[config.mk]
export PLATFORM = sky130hd
export DESIGN_NAME = mem_access_master
export DESIGN_NICKNAME = d
export VERILOG_FILES = /design/src/rtl/mem_access_master.sv
export SDC_FILE = /design/constraint.sdc
export NUM_CORES = 1
export LEC_CHECK = 0
export ABC_AREA = 1
export CAP_MARGIN = 0
export CORE_MARGIN = 1
export CORE_UTILIZATION = 40
export CTS_BUF_LIST = sky130_fd_sc_hd__clkbuf_4
export CTS_CLUSTER_SIZE = 24
export DETAILED_ROUTE_END_ITERATION = 6
export GPL_TIMING_DRIVEN = 0
export PLACE_DENSITY = 0.69
export SLEW_MARGIN = 30
export SYNTH_ARGS = -nofsm -noshare
export SYNTH_HDL_FRONTEND = slang
export SYNTH_SLANG_ARGS = --single-unit
[constraint.sdc]
create_clock -name clk -period 2.1 [get_ports clk]
set_input_delay 0.315 -clock clk [delete_from_list [all_inputs] [get_ports clk]]
set_output_delay 0.315 -clock clk [all_outputs]
set_load 0.05 [all_outputs]
[src/rtl/mem_access_master.sv]
// mem_access_master
//   Initiator side of the shared instruction/data memory port of the
//   multi-cycle CPU. It takes one load/store request at a time and drives a
//   word-addressed memory. Byte and halfword loads select a lane and extend
//   it. Sub-word stores are done as read-modify-write.
//
// Optional feature macro: MEM_ACCESS_ALIGN_CHECK_EN
//   When defined, a misaligned halfword or word request completes at once
//   with err=1 and never touches memory.
//   When undefined, err is tied low and the offending low address bits are
//   ignored.
//
// Parameters
//   WAIT_CYCLES  extra cycles MemRead is held before Mem_data is sampled (0..15)
//
// Ports
//   clk         in   system clock
//   reset       in   asynchronous active-low reset
//   req         in   request strobe, sampled only in IDLE
//   we          in   1 = store, 0 = load
//   size        in   00 byte, 01 halfword, 10/11 word
//   sign_ext    in   load only: sign-extend (1) or zero-extend (0) sub-word data
//   addr        in   byte address
//   wdata       in   store data, sub-word value in the low bits
//   busy        out  request in progress (RD/WR states)
//   done        out  one-cycle completion pulse
//   rdata       out  last load result
//   err         out  misaligned request flag, valid with done
//   Address     out  word-aligned memory address
//   Write_data  out  memory write data
//   MemRead     out  memory read enable
//   MemWrite    out  memory write enable
//   Mem_data    in   memory read data (combinational from Address)
module mem_access_master #(
  parameter int unsigned WAIT_CYCLES = 0
) (
  input  logic        clk,
  input  logic        reset,
  input  logic        req,
  input  logic        we,
  input  logic [1:0]  size,
  input  logic        sign_ext,
  input  logic [31:0] addr,
  input  logic [31:0] wdata,
  output logic        busy,
  output logic        done,
  output logic [31:0] rdata,
  output logic        err,
  output logic [31:0] Address,
  output logic [31:0] Write_data,
  output logic        MemRead,
  output logic        MemWrite,
  input  logic [31:0] Mem_data
);

  typedef enum logic [1:0] {
    S_IDLE = 2'd0,
    S_RD   = 2'd1,
    S_WR   = 2'd2,
    S_DONE = 2'd3
  } state_t;

  localparam logic [3:0] WAIT_INIT = 4'(WAIT_CYCLES);

  state_t      state_q, state_d;
  logic        we_q, we_d;
  logic [1:0]  size_q, size_d;
  logic        sext_q, sext_d;
  logic [31:0] addr_q, addr_d;
  logic [31:0] wdata_q, wdata_d;
  logic [31:0] word_q, word_d;
  logic [31:0] rdata_q, rdata_d;
  logic [3:0]  cnt_q, cnt_d;
  logic        misaligned;

  // Pick the addressed lane out of a memory word and extend it to 32 bits.
  function automatic logic [31:0] load_extract(input logic [31:0] word,
                                               input logic [1:0]  sz,
                                               input logic [1:0]  lane,
                                               input logic        sext);
    logic [7:0]  b;
    logic [15:0] h;
    logic [31:0] r;
    b = word[{lane, 3'b000} +: 8];
    h = word[{lane[1], 4'b0000} +: 16];
    case (sz)
      2'b00:   r = {{24{sext & b[7]}}, b};
      2'b01:   r = {{16{sext & h[15]}}, h};
      default: r = word;
    endcase
    return r;
  endfunction

  // Replace only the addressed lane of the old word with the new data.
  function automatic logic [31:0] store_merge(input logic [31:0] word,
                                              input logic [31:0] data,
                                              input logic        half,
                                              input logic [1:0]  lane);
    logic [31:0] r;
    r = word;
    if (half) r[{lane[1], 4'b0000} +: 16] = data[15:0];
    else      r[{lane, 3'b000} +: 8]      = data[7:0];
    return r;
  endfunction

`ifdef MEM_ACCESS_ALIGN_CHECK_EN
  logic err_q, err_d;

  assign misaligned = ((size == 2'b01) && addr[0]) ||
                      (size[1] && (addr[1:0] != 2'b00));
  assign err_d      = (state_q == S_IDLE && req) ? misaligned : err_q;
  assign err        = done & err_q;

  always_ff @(posedge clk or negedge reset) begin
    if (!reset) err_q <= 1'b0;
    else        err_q <= err_d;
  end
`else
  assign misaligned = 1'b0;
  assign err        = 1'b0;
`endif

  assign rdata      = rdata_q;
  assign Address    = {addr_q[31:2], 2'b00};
  // Word stores (size 1x) write the captured data as-is; sub-word stores
  // write the read-back word with one lane replaced.
  assign Write_data = size_q[1] ? wdata_q
                                : store_merge(word_q, wdata_q, size_q[0], addr_q[1:0]);

  always_comb begin
    state_d  = state_q;
    we_d     = we_q;
    size_d   = size_q;
    sext_d   = sext_q;
    addr_d   = addr_q;
    wdata_d  = wdata_q;
    word_d   = word_q;
    rdata_d  = rdata_q;
    cnt_d    = cnt_q;
    busy     = 1'b0;
    done     = 1'b0;
    MemRead  = 1'b0;
    MemWrite = 1'b0;

    case (state_q)
      S_IDLE: begin
        if (req) begin
          we_d    = we;
          size_d  = size;
          sext_d  = sign_ext;
          addr_d  = addr;
          wdata_d = wdata;
          if (misaligned) begin
            state_d = S_DONE;
          end else if (!we || !size[1]) begin
            // Loads and sub-word stores both need the current word first.
            state_d = S_RD;
            cnt_d   = WAIT_INIT;
          end else begin
            state_d = S_WR;
          end
        end
      end
      S_RD: begin
        busy    = 1'b1;
        MemRead = 1'b1;
        if (cnt_q == 4'd0) begin
          if (we_q) begin
            word_d  = Mem_data;
            state_d = S_WR;
          end else begin
            rdata_d = load_extract(Mem_data, size_q, addr_q[1:0], sext_q);
            state_d = S_DONE;
          end
        end else begin
          cnt_d = cnt_q - 4'd1;
        end
      end
      S_WR: begin
        busy     = 1'b1;
        MemWrite = 1'b1;
        state_d  = S_DONE;
      end
      S_DONE: begin
        done    = 1'b1;
        state_d = S_IDLE;
      end
      default: state_d = S_IDLE;
    endcase
  end

  always_ff @(posedge clk or negedge reset) begin
    if (!reset) begin
      state_q <= S_IDLE;
      we_q    <= 1'b0;
      size_q  <= 2'b00;
      sext_q  <= 1'b0;
      addr_q  <= 32'h0;
      wdata_q <= 32'h0;
      word_q  <= 32'h0;
      rdata_q <= 32'h0;
      cnt_q   <= 4'd0;
    end else begin
      state_q <= state_d;
      we_q    <= we_d;
      size_q  <= size_d;
      sext_q  <= sext_d;
      addr_q  <= addr_d;
      wdata_q <= wdata_d;
      word_q  <= word_d;
      rdata_q <= rdata_d;
      cnt_q   <= cnt_d;
    end
  end

endmodule

==> out/metrics.cfg <==
[setup_path]
critical_path.top_delay_family = flip-flops
cp.depth = 9
crit_chain = inv_6 -> ha_4 -> inv_4 -> nor2_4 -> nand2_4 -> o22ai_1 -> nand2_1 -> o211ai_1 -> buf_4
crit_path_max_incr_delay_ps = 470
end_kind = output pin
critical_path.max_fanout = 8
required_ps = 1780
crit_type = flop to output pin
cp.arrival_ps = 2270
r2r-start = state_q[0]$_DFFE_PN0P_
r2r_cells = 7
ff2ff_setup_slack_ps = 200
start_kind = flop
critPathBufInv = 3
slowest_stage = dfrtp_2
worstReg2RegEnd = wdata_q[14]$_DFFE_PN0P_

[clock_network]
clock_path_buffers = 2
cts-root-buf = clkbuf_4
clk_pin_slew_ps = 120
cts.sinks = 138
cts_tree = built
h-tree-depth = 4
cts_made_buffers = 17
insertion_delay_ps = 560

[logic_synthesis]
ys_types = 37
synthXorXnorAreaFrac_pct = 0.1191
synth-seq-area-share_pct = 46.97
synth-seq-cells = 138
async_flop_share_pct = 100.0
yosys.area_share.simple_pct = 18.94
ys.flop_type = dfrtp_1
synth_edf_count = 0
synth_top_area_share_pct = 46.97
synthAdderAreaFrac_pct = 2.042
synth_area_sq_um = 7352
synth_compound_area_share_pct = 12.83
synth.area.top_cells = dfrtp_1 47%, nand2_1 9.3%, mux2_2 8.0%
avgSynthCellArea_sq_um = 8.539
yosysTopAreaCell = dfrtp_1
muxShareOfSynthArea_pct = 7.965
ys_warn_count = 0
synth_top_family_by_area = simple AND/OR/NAND/NOR gates
syn-instance-count = 861

[detailed_routing]
drtIter0Drc = 683
drc = 0
firstDrtPassIters = 5
postRouteAntennaNets = 0
vias = 6791
viasPerCell = 5.049
wire_per_inst_microns = 16.46
drt-total-wl_mm = 22.13

[floorplan]
io_pins = 204
die_area_sq_um = 18930
start_util_pct = 40.93
die_x_microns = 137.6
die_h_microns = 137.6
core_area_sq_um = 17960
rows = 49

[global_routing]
grt_pass1_wl_mm = 33.65
antenna_found_initial = 2
track_usage_pct = 23.91
overflow = 0
grt_pass1_vias = 6436
grt_max_degree = 53

[cells_and_area]
area_growth_pct = 41.76
n_fill_cell = 1630
mostFrequentLayoutCell = nand2_1
final_cells = 1345
fin_nets = 1217
drive_gt1_share_pct = 25.29
final_cell_mix = 173 x nand2_1, 136 x dfrtp_1, 103 x clkdlybuf4s50_1

[hold_path]
hold_class = input port to asynchronous set/reset pin

[timing]
finalHoldViolCount = 0
skew_ps = 13.87
rsz0062_at_grt = yes
slew_viol_final = 0
setup_viol = 32
post-route-min-period_ps = 2586
worstMarginPinSlew_ps = 555.1
timing.final.crit_share_pct = 123.1
relSlewSlack_pct = 62.99
maxClockFrequency_ghz = 0.3867
fin_ws_ps = -486.0

[place]
port_buffers = 200
gp_congestion = 0.9132
place_hpwl_mm = 16.71
numPlacedInstances = 1294

[outcome]
violations = setup timing
status = complete, but fails checks

[flow_run]
drv_cap = 0

synthesized netlist by cell type, types with 3 or more instances:
cell	instances
dfrtp_1	138
buf_4	33
buf_2	22
mux2_2	52
nand2_1	182
a22oi_1	7
or2_1	3
a21oi_1	53
nor2_2	4
o21ai_0	41
clkbuf_1	9
inv_2	7
o21ai_2	5
nor2_4	3
o22ai_1	18
buf_6	8
ha_1	12
o211ai_1	10
nand3_1	32
inv_1	78
o21ai_1	15
nand4_1	8
a21oi_2	8
nor2_1	93
nand2_2	4
cell type report:
cell class / count / area [sq um] / area share [%]
antenna: 1 / 2.502 / 0.02401
buffer: 73 / 529.3 / 5.078
multi-input combinational: 565 / 3284 / 31.51
tap: 229 / 286.5 / 2.749
timing repair buffer: 221 / 2233 / 21.43
inverter: 86 / 340.3 / 3.265
clock buffer: 18 / 135.1 / 1.297
sequential: 138 / 3456 / 33.16
clock inverter: 14 / 155.1 / 1.489
flip-flops by register name, summed over array words and instances, names as in the netlist:
signal,cells
word_q,32
cnt_q,4
size_q,2
wdata_q,32
rdata,32
sext_q,1
we_q,1
state_q,2
addr_q,32
worst max-delay path by stage:
stage	from	end	slack, ps
global route	addr_q[1]$_DFFE_PN0P_	Write_data[10]	-560
CTS	addr_q[0]$_DFFE_PN0P_	Write_data[10]	-500
global placement	reset	addr_q[19]$_DFFE_PN0P_	-5040
finish	addr_q[0]$_DFFE_PN0P_	Write_data[15]	-490
detailed placement	addr_q[0]$_DFFE_PN0P_	Write_data[19]	-860
floorplan	addr_q[1]$_DFFE_PN0P_	Write_data[0]	-100
per-stage QoR:
| stage | setup slack, ps | utilization [%] | hold slack, ps | area [sq um] | setup TNS, ps |
|---|---|---|---|---|---|
| 2_1_floorplan | -95.23 | - | 19.41 | 7415 | -869.2 |
| 3_5_place_dp | -855.7 | 54.35 | 236.1 | 9763 | -21460 |
| 6_report | -486.0 | 58.02 | 231.1 | 10420 | -13020 |
| 5_1_grt | -563.1 | 58.02 | 220.9 | 10420 | -15970 |
| 4_1_cts | -500.6 | 57.09 | 214.1 | 10250 | -13590 |
| 3_3_place_gp | -5036 | 54.02 | 454.7 | 9703 | -713990 |
what timing repair did:
action | 4_1_cts | 5_1_grt
setup buffers | 15 | 3
hold endpoints to repair | 104 | 0
endpoints found under the setup margin | 78 | 74
pin swaps | 11 | 11
hold buffers | 1 | 0
gates resized for setup | 300 | 56
cloned | 0 | 0
routing by layer:
| layer | track usage (%) | up-vias | part of all wire (%) |
|---|---|---|---|
| met5 | 0 | - | 0.054 |
| met1 | 31.44 | 3179 | 43 |
| met2 | 37.66 | 309 | 46 |
| met4 | 6.532 | 2 | 1.5 |
| li1 | - | 3269 | - |
| met3 | 7.689 | 32 | 10 |
cell families (layout without fill, tap and decap cells):
family | Yosys count | after routing
AO/OA/AOI/OAI | 162 | 162
XOR/XNOR | 1 | 1
adder cells (fa/ha/maj) | 12 | 12
buffers and inverters | 160 | 412
flip-flops | 138 | 138
multiplexers | 52 | 52
other | 1 | 4
AND/OR/NAND/NOR | 335 | 335
Power is not shown: default switching activity piles up to over one toggle a cycle in this logic, so the estimate is an artifact.
